<file path="config.mk">
export PLATFORM = sky130hd
export DESIGN_NAME = inst_loader
export DESIGN_NICKNAME = d
export VERILOG_FILES = /design/src/rtl/inst_loader.sv
export SDC_FILE = /design/constraint.sdc
export NUM_CORES = 1
export LEC_CHECK = 0
export CAP_MARGIN = 20
export CELL_PAD_IN_SITES_DETAIL_PLACEMENT = 0
export CELL_PAD_IN_SITES_GLOBAL_PLACEMENT = 1
export CORE_ASPECT_RATIO = 0.9
export CORE_UTILIZATION = 39
export CTS_BUF_LIST = sky130_fd_sc_hd__clkbuf_4
export CTS_CLUSTER_SIZE = 10
export DETAILED_ROUTE_END_ITERATION = 12
export GPL_TIMING_DRIVEN = 0
export MAX_ROUTING_LAYER = met4
export PLACE_DENSITY = 0.9
export SLEW_MARGIN = 0
export SYNTH_ARGS = -nofsm -noshare
export SYNTH_HDL_FRONTEND = slang
export SYNTH_SLANG_ARGS = --single-unit
export TNS_END_PERCENT = 20
</file>
<file path="constraint.sdc">
create_clock -name clk -period 2 [get_ports clk]
set_input_delay 0.5 -clock clk [delete_from_list [all_inputs] [get_ports clk]]
set_output_delay 0.5 -clock clk [all_outputs]
set_load 0.01 [all_outputs]
</file>
<file path="src/rtl/inst_loader.sv">
// inst_loader: assembles a little-endian byte stream into 32-bit words and writes them into
// instruction memory, holding the core in reset until the image is in. Trailer checksum: INST_LOADER_CHECKSUM_EN.
module inst_loader #(
  parameter logic [31:0] BASE_ADDR   = 32'h0000_0000,
  parameter int          DEPTH_WORDS = 4096
) (
  input  logic        clk,
  input  logic        rst,
  input  logic        byte_valid_i,
  input  logic [7:0]  byte_data_i,
  output logic        byte_ready_o,
  input  logic        restart_i,
  output logic        mem_we_o,
  output logic [31:0] mem_addr_o,
  output logic [31:0] mem_wdata_o,
  input  logic        mem_wready_i,
  output logic        cpu_hold_o,
  output logic        done_o,
  output logic        err_o
);

  localparam int          IDX_W     = $clog2(DEPTH_WORDS + 1);
  localparam logic [31:0] DEPTH_W32 = 32'(DEPTH_WORDS);

  typedef enum logic [2:0] {
    ST_HDR   = 3'd0,
    ST_DATA  = 3'd1,
    ST_WRITE = 3'd2,
    ST_DONE  = 3'd3,
    ST_ERR   = 3'd4
`ifdef INST_LOADER_CHECKSUM_EN
    ,
    ST_CSUM  = 3'd5
`endif
  } state_t;

  // Where the image ends up once the last word (or an empty header) has been handled.
`ifdef INST_LOADER_CHECKSUM_EN
  localparam state_t ST_TAIL = ST_CSUM;
`else
  localparam state_t ST_TAIL = ST_DONE;
`endif

  function automatic logic [31:0] word_addr(input logic [IDX_W-1:0] idx);
    logic [31:0] wide;
    wide = {{(32-IDX_W){1'b0}}, idx};
    return BASE_ADDR + {wide[29:0], 2'b00};
  endfunction

`ifdef INST_LOADER_CHECKSUM_EN
  function automatic logic [7:0] xor_bytes(input logic [31:0] w);
    return w[7:0] ^ w[15:8] ^ w[23:16] ^ w[31:24];
  endfunction
`endif

  state_t            state_r;
  state_t            next_state_s;
  logic [1:0]        byte_cnt_r;
  logic [23:0]       asm_r;
  logic [23:0]       asm_next_s;
  logic [31:0]       count_r;
  logic [IDX_W-1:0]  idx_r;
  logic [IDX_W-1:0]  idx_next_s;
  logic              last_word_s;
  logic [31:0]       word_s;
  logic              byte_fire_s;
  logic              collect_s;
  logic              group_last_s;
  logic              restart_take_s;
  logic              ready_r;
  logic              mem_we_r;
  logic [31:0]       mem_addr_r;
  logic [31:0]       mem_wdata_r;
  logic              hold_r;
  logic              done_r;
  logic              err_r;
`ifdef INST_LOADER_CHECKSUM_EN
  logic [7:0]        csum_r;
`endif

  assign byte_fire_s    = byte_valid_i && ready_r;
  assign collect_s      = byte_fire_s && ((state_r == ST_HDR) || (state_r == ST_DATA));
  assign group_last_s   = collect_s && (byte_cnt_r == 2'd3);
  assign word_s         = {byte_data_i, asm_r};
  assign idx_next_s     = idx_r + {{(IDX_W-1){1'b0}}, 1'b1};
  assign last_word_s    = ({{(32-IDX_W){1'b0}}, idx_next_s} == count_r);
  assign restart_take_s = restart_i && ((state_r == ST_DONE) || (state_r == ST_ERR));

  // Byte lane steering for the partially assembled word.
  always_comb begin
    asm_next_s = asm_r;
    case (byte_cnt_r)
      2'd0:    asm_next_s[7:0]   = byte_data_i;
      2'd1:    asm_next_s[15:8]  = byte_data_i;
      2'd2:    asm_next_s[23:16] = byte_data_i;
      default: asm_next_s        = asm_r;
    endcase
  end

  // Next-state decode.
  always_comb begin
    next_state_s = state_r;
    case (state_r)
      ST_HDR: begin
        if (group_last_s) begin
          if (word_s == 32'h0000_0000) begin
            next_state_s = ST_TAIL;
          end else if (word_s > DEPTH_W32) begin
            next_state_s = ST_ERR;
          end else begin
            next_state_s = ST_DATA;
          end
        end else begin
          next_state_s = ST_HDR;
        end
      end
      ST_DATA: begin
        if (group_last_s) begin
          next_state_s = ST_WRITE;
        end else begin
          next_state_s = ST_DATA;
        end
      end
      ST_WRITE: begin
        if (mem_wready_i) begin
          if (last_word_s) begin
            next_state_s = ST_TAIL;
          end else begin
            next_state_s = ST_DATA;
          end
        end else begin
          next_state_s = ST_WRITE;
        end
      end
`ifdef INST_LOADER_CHECKSUM_EN
      ST_CSUM: begin
        if (byte_fire_s) begin
          if (byte_data_i == csum_r) begin
            next_state_s = ST_DONE;
          end else begin
            next_state_s = ST_ERR;
          end
        end else begin
          next_state_s = ST_CSUM;
        end
      end
`endif
      ST_DONE, ST_ERR: begin
        if (restart_i) begin
          next_state_s = ST_HDR;
        end else begin
          next_state_s = state_r;
        end
      end
      default: next_state_s = ST_ERR;
    endcase
  end

  // State register and state-decoded outputs, registered from the next state so they align with it.
  always_ff @(posedge clk or negedge rst) begin
    if (!rst) begin
      state_r  <= ST_HDR;
      ready_r  <= 1'b0;
      mem_we_r <= 1'b0;
      hold_r   <= 1'b1;
      done_r   <= 1'b0;
      err_r    <= 1'b0;
    end else begin
      state_r  <= next_state_s;
`ifdef INST_LOADER_CHECKSUM_EN
      ready_r  <= (next_state_s == ST_HDR) || (next_state_s == ST_DATA) || (next_state_s == ST_CSUM);
`else
      ready_r  <= (next_state_s == ST_HDR) || (next_state_s == ST_DATA);
`endif
      mem_we_r <= (next_state_s == ST_WRITE);
      hold_r   <= (next_state_s != ST_DONE);
      done_r   <= (next_state_s == ST_DONE);
      err_r    <= (next_state_s == ST_ERR);
    end
  end

  // Byte assembly, word count, write index and the write request payload.
  always_ff @(posedge clk or negedge rst) begin
    if (!rst) begin
      byte_cnt_r  <= 2'd0;
      asm_r       <= 24'h00_0000;
      count_r     <= 32'h0000_0000;
      idx_r       <= {IDX_W{1'b0}};
      mem_addr_r  <= 32'h0000_0000;
      mem_wdata_r <= 32'h0000_0000;
`ifdef INST_LOADER_CHECKSUM_EN
      csum_r      <= 8'h00;
`endif
    end else if (restart_take_s) begin
      byte_cnt_r  <= 2'd0;
      asm_r       <= 24'h00_0000;
      count_r     <= 32'h0000_0000;
      idx_r       <= {IDX_W{1'b0}};
      mem_addr_r  <= 32'h0000_0000;
      mem_wdata_r <= 32'h0000_0000;
`ifdef INST_LOADER_CHECKSUM_EN
      csum_r      <= 8'h00;
`endif
    end else begin
      if (collect_s) begin
        byte_cnt_r <= byte_cnt_r + 2'd1;
        asm_r      <= group_last_s ? 24'h00_0000 : asm_next_s;
      end
      if (group_last_s && (state_r == ST_HDR)) begin
        count_r <= word_s;
        idx_r   <= {IDX_W{1'b0}};
      end
      // Address and data are captured once and held for the whole write handshake.
      if (group_last_s && (state_r == ST_DATA)) begin
        mem_addr_r  <= word_addr(idx_r);
        mem_wdata_r <= word_s;
`ifdef INST_LOADER_CHECKSUM_EN
        csum_r      <= csum_r ^ xor_bytes(word_s);
`endif
      end
      if ((state_r == ST_WRITE) && mem_wready_i) begin
        idx_r <= idx_next_s;
      end
    end
  end

  assign byte_ready_o = ready_r;
  assign mem_we_o     = mem_we_r;
  assign mem_addr_o   = mem_addr_r;
  assign mem_wdata_o  = mem_wdata_r;
  assign cpu_hold_o   = hold_r;
  assign done_o       = done_r;
  assign err_o        = err_r;

endmodule

</file>
==> flow_summary.ini, run 1 <==
[detailed_routing]
ant_nets = 0
wirelength_mm = 15.1
drcViolationCount = 0
drt-initial-drc-count = 313
dr.pass1.iters = 5
vias_per_cell = 5.14
wl_per_cell_um = 16.1
vias = 4814

[synthesis]
synth_seq_area_share_pct = 54.8
synth-edff-count = 0
synthArstFlopShare_pct = 100
synth_top_area_cell = dfrtp_1
synth-seq-cells = 124
syn_area_per_cell_um2 = 9.15
yosysUniqueCellTypes = 48
synth_ff_type = dfrtp_1
synth_top_area_share_pct = 54.3
ys_warn_count = 0
yosys-top-cells-area = dfrtp_1 (54%), nand2_1 (12%), a21oi_1 (6.8%)
netlist_area_um2 = 5670
synthCells = 619

[layout]
fillers = 1288
syn2layout_area_growth_pct = 27.8
register_area_um2 = 3120
stdcell_count = 936
drive_above_1_share_pct = 17.8
nNetsFinal = 751
multi_input_area_um2 = 2480
n_antenna_cell = 0
layout_commonest_cell = nand2_1
final_cell_mix = nand2_1 (186), dfrtp_1 (114), a21oi_1 (75)

[worst_setup_path]
path_cells = clkdlybuf4s50_1, nor4_2, nand4_1, or3_1, o31a_1, o41ai_4, buf_4, and2_1
path_max_fanout = 4
path_class = input port to flop
startpoint_type = input port
crit_slowest_cell = clkdlybuf4s50_1
end_kind = flop
cp.required_ns = 2.48
arrival_ns = 2.68
reg2reg_depth = 8
slowest_delay_ns = 0.50

[grt]
grt_usage_pct = 22.7
grt_pass1_vias = 4736
grt_start_max_net_pins = 104
grt_pass1_wl_mm = 24.7
grt_antenna_before_repair = 0
grt.overflow.total = 0

[sta]
tightest_slew_ns = 0.517
hold_viol_final = 0
relSlewSlack_pct = 65.5
clock_skew_ns = 0.0246
drv_slew = 0
period_needed_ns = 2.20
worst_slack_ns = -0.201
fin_crit_sh_pct = 110
grt_setup_unrepaired = yes
max_freq_mhz = 454
setup_viol = 5
fin_hold_ws_ns = 0.352

[floorplanning]
placementRows = 41
initial_core_util_pct = 40.2
fp.dieW_um = 129
die-height_um = 116
ios = 82
die-area_um2 = 15000
core_um2 = 14100

[power_and_ir_drop]
cellLeakagePower_nw = 3.89
power_density_nw_per_um2 = 1120
ir_drop_v = 0.000650

[clock_network]
htreeDepth = 4
root_buffer = clkbuf_4
cts_buffer_depth = 2
clkLatencyLatePin_ns = 0.55
path_clk_slew_ns = 0.11
cts_made_buffers = 17
clock_sinks = 124
tritoncts = yes

[placement]
io_buffers = 62
dp.cells = 893
gp_congestion = 0.871
dp_hpwl_mm = 10.9

[flow_run]
maxCapViolCount = 0

[hold_path]
hp-class = input port to asynchronous set/reset pin

[status]
status = finished, violations left
violations = setup timing
-- critical path, delay by kind of cell --
kind	cells	cell delay, ns
buffers and inverters	2	0.69
and+or+nand+nor	4	1.09
AOI/OAI and AO/OA	2	0.39
-- logic make-up after synthesis --
logic type	Yosys count	share of synthesized area, %
buffers and inverters	58	5.17
adder cells (fa/ha/maj)	5	1.10
AO/OA/AOI/OAI	148	14.9
AND/OR/NAND/NOR	261	20.5
XOR/XNOR	21	3.25
multiplexers	1	0.199
other	1	0.0662
flip-flops	124	54.8
-- stage by stage --
step	worst slack (ns)	instance area (um2)	util, %	setup TNS (ns)	power (W)
after floorplan	-0.00208	5760	-	-0.00208	0.00541
after global placement	-4.54	6620	46.9	-597.38	0.00646
after detailed placement	-1.15	6650	47.1	-93.19	0.00660
after CTS	-0.160	7030	49.8	-1.16	0.00808
after global routing	-0.272	7240	51.4	-1.30	0.00872
final	-0.201	7240	51.4	-0.814	0.00813
-- power breakdown --
part | switching, W | internal [W]
Combinational | 0.00162 | 0.00125
Sequential | 0.000629 | 0.00323
Clock | 0.000902 | 0.000494
Total | 0.00315 | 0.00497
-- metal layers --
layer / track usage (%) / vias to the layer above / wire length (um)
met3: 5.59 / 21 / 727
met4: 5.73 / 0 / 170
li1: - / 2305 / -
met1: 29.4 / 2362 / 7020
met2: 35.7 / 126 / 7180
met5: - / - / 0
-- final timing paths --
kind,startpoint,to,slack (ns)
setup / recovery,byte_data_i[3],done_o,-0.20
setup reg to reg,idx_r[2],done_o,-0.15
min in group clk,byte_data_i[1],mem_wdata_o[25],0.45
hold / removal,rst,mem_addr_o[12],0.35
max in group asynchronous,rst,asm_r[9],0.88
hold reg to reg,mem_addr_o[11],mem_addr_o[11],0.49
-- cell usage after synthesis (5+ instances only) --
cell / instances
xor2_1: 7
a21oi_1: 77
nor2_1: 20
dfrtp_1: 123
nand2_1: 186
nand3_1: 6
a22o_1: 9
ha_1: 5
o21ai_0: 44
buf_4: 19
nor4_1: 15
clkbuf_1: 31
xnor2_1: 14
-- sequential cells by signal, summed over array words and instances (netlist names) --
| name | flops |
|---|---|
| asm_r | 24 |
| byte_cnt_r | 2 |
| byte_ready_o | 1 |
| count_r | 32 |
| cpu_hold_o | 1 |
| done_o | 1 |
| err_o | 1 |
| idx_r | 13 |
| mem_addr_o | 13 |
| mem_wdata_o | 32 |
| mem_we_o | 1 |
| state_r | 3 |
-- repair_timing --
item,4_1_cts,5_1_grt
setup endpoints to repair,125,151
buffers inserted,11,5
pin swaps,7,4
hold buffers,1,0
hold endpoints to repair,21,0
gates resized for setup,47,86
-- layout make-up --
cell class	count	share of cell area [%]
inverters	4	0.207
well taps	193	3.33
repair buffers	80	12.0
multi-input cells	455	34.2
flip-flops and latches	124	43.0
clock buffers	20	2.07
clock inverters	9	0.725
plain buffers	51	4.49
Note: power is estimated with default switching activity, not from simulation.
==> run 2: changes to the inputs <==
--- a/config.mk
+++ b/config.mk
@@ -6,16 +6,16 @@
 export NUM_CORES = 1
 export LEC_CHECK = 0
 export CAP_MARGIN = 20
-export CELL_PAD_IN_SITES_DETAIL_PLACEMENT = 0
-export CELL_PAD_IN_SITES_GLOBAL_PLACEMENT = 1
+export CELL_PAD_IN_SITES_DETAIL_PLACEMENT = 1
+export CELL_PAD_IN_SITES_GLOBAL_PLACEMENT = 2
 export CORE_ASPECT_RATIO = 0.9
-export CORE_UTILIZATION = 39
+export CORE_UTILIZATION = 31
 export CTS_BUF_LIST = sky130_fd_sc_hd__clkbuf_4
 export CTS_CLUSTER_SIZE = 10
 export DETAILED_ROUTE_END_ITERATION = 12
 export GPL_TIMING_DRIVEN = 0
 export MAX_ROUTING_LAYER = met4
-export PLACE_DENSITY = 0.9
+export PLACE_DENSITY = 0.88
 export SLEW_MARGIN = 0
 export SYNTH_ARGS = -nofsm -noshare
 export SYNTH_HDL_FRONTEND = slang
==> run 2 against run 1 <==
The run still ends with setup timing left. Hold slack improved by 0.047 ns. Sequential power up 1%. Cell count grew 7.2%. Non-clock buffer count increased by 20. Core utilization shrank 8.2 points. Total power up 7.4%. Worst setup slack better by 0.0069 ns. Design area is 5.6% higher. Via count up 2.2%. Count of clock-buffer cells in the layout decreased by 1. Critical path type is now flop to flop. Largest cell class unchanged. Largest power group unchanged.
==> flow_summary.ini, run 2 (synthesis results as in run 1) <==
[power_and_ir_drop]
p_total_w = 0.00872
ir_drop_v = 0.000600
cellLeakagePower_nw = 4.14
power_density_nw_per_um2 = 1140

[sta]
grt_setup_unrepaired = yes
fin_crit_sh_pct = 110
max_freq_mhz = 456
tightest_slew_ns = 0.515
setup_viol = 5
period_needed_ns = 2.19
fin_hold_ws_ns = 0.399
clock_skew_ns = 0.0156
hold_viol_final = 0
worst_slack_ns = -0.194
setup_tns_ns = -0.695
drv_slew = 0
relSlewSlack_pct = 65.4

[detailed_routing]
wl_per_cell_um = 17.6
vias = 4920
drcViolationCount = 0
vias_per_cell = 4.91
dr.pass1.iters = 4
drt-initial-drc-count = 247
ant_nets = 0
wirelength_mm = 17.6

[layout]
syn2layout_area_growth_pct = 35.0
register_area_um2 = 3120
layout_commonest_cell = nand2_1
stdcell_count = 1003
final_cell_mix = nand2_1 (186), dfrtp_1 (113), a21oi_1 (74)
drive_above_1_share_pct = 21.2
multi_input_area_um2 = 2560
nNetsFinal = 771
utilization_pct = 43.2
n_antenna_cell = 0
fillers = 2089

[grt]
grt_start_max_net_pins = 98
grt_pass1_vias = 5118
grt_usage_pct = 20.5
grt_antenna_before_repair = 0
grt_pass1_wl_mm = 28.0
grt.overflow.total = 0

[worst_setup_path]
r2r-start = idx_r[0]
r2r-end = done_o
slowest_delay_ns = 0.46
reg2reg_depth = 7
path_max_fanout = 4
r2r_setup_slack_ns = -0.19
cp.required_ns = 2.46
end_kind = flop
crit_slowest_cell = dfrtp_2
startpoint = idx_r[0]
crit_family = simple AND/OR/NAND/NOR gates
crit_buf_inv = 1
path_depth = 7
path_cells = buf_4, nand3_1, xor2_2, xnor2_1, or3_4, o41ai_4, and2_1
endpoint = done_o
arrival_ns = 2.65
path_class = flop to flop
startpoint_type = flop

[flow_run]
maxCapViolCount = 0

[floorplanning]
die-area_um2 = 18800
core_um2 = 17700
fp.dieW_um = 145
ios = 82
placementRows = 46
initial_core_util_pct = 32.0
die-height_um = 130

[placement]
dp_hpwl_mm = 12.2
dp.cells = 940
gp_congestion = 0.823
io_buffers = 62

[status]
status = finished, violations left
violations = setup timing

[clock_network]
cts_made_buffers = 17
cts_buffer_depth = 2
tritoncts = yes
clkLatencyLatePin_ns = 0.53
root_buffer = clkbuf_4
path_clk_slew_ns = 0.10
clock_sinks = 124
htreeDepth = 4

[hold_path]
hp-class = input port to asynchronous set/reset pin
## run 2: cell types whose count changed in the layout (fill, tap and decap cells not counted), sizes merged
cell / before / now
buf: 46 / 62
dlymetal6s2s: 39 / 46
dlygate4sd2: 8 / 4
bufinv: 0 / 3
clkbuf: 43 / 46
clkdlybuf4s50: 14 / 11
clkinv: 6 / 5
clkinvlp: 3 / 2
## run 2: area by class of cell
cell class / count / area share, %
clock inverter: 10 / 1.65
buffer: 52 / 4.61
timing repair buffer: 99 / 13.5
sequential: 124 / 40.7
tap: 240 / 3.93
multi-input combinational: 455 / 33.5
clock buffer: 19 / 1.86
inverter: 4 / 0.196
## run 2: how the worst min path moves through the flow
stage	slack (ns)	start	to	depth (start not counted)
after global routing	0.36	rst	idx_r[5]	2
after CTS	0.38	rst	idx_r[5]	2
after detailed placement	0.39	rst	mem_addr_o[14]	1
after global placement	0.46	mem_addr_o[6]	mem_addr_o[6]	2
final	0.40	rst	idx_r[2]	2
after floorplan	0.20	rst	asm_r[0]	0
## run 2: layer usage
layer  routed length [um]  up-vias  track usage (%)
met4                  223        0             5.33
li1                     -     2335                -
met3                  611       15             4.29
met5                    0        -                -
met1                 8000     2480             25.6
met2                 8780       90             33.8
## run 2: metrics by stage
step                cell area, um2  worst slack [ns]
floorplan                     5760          -0.00208
global placement              6680             -4.67
detailed placement            6710             -1.18
CTS                           7310            -0.176
global route                  7650            -0.254
finish                        7650            -0.194
## run 2: repair_timing
| action | in CTS | in global routing |
|---|---|---|
| hold endpoints to repair | 27 | 0 |
| hold buffers | 1 | 0 |
| setup buffers | 17 | 18 |
| endpoints found under the setup margin | 123 | 142 |
| pin swaps | 13 | 5 |
| gates resized for setup | 73 | 77 |
## run 2: worst reg2reg max path, cell delays in order, from the launching register on
cell and delay (ns):
dfrtp_2 0.46, buf_4 0.17, nand3_1 0.13, xor2_2 0.24, xnor2_1 0.10, or3_4 0.38
o41ai_4 0.46, and2_1 0.19
## run 2: report_power, final
part / leakage [nW] / switching [W] / internal [W]
Clock: 0.143 / 0.000899 / 0.000857
Sequential: 1.64 / 0.000673 / 0.00324
Combinational: 2.35 / 0.00173 / 0.00133
Total: 4.14 / 0.00330 / 0.00542
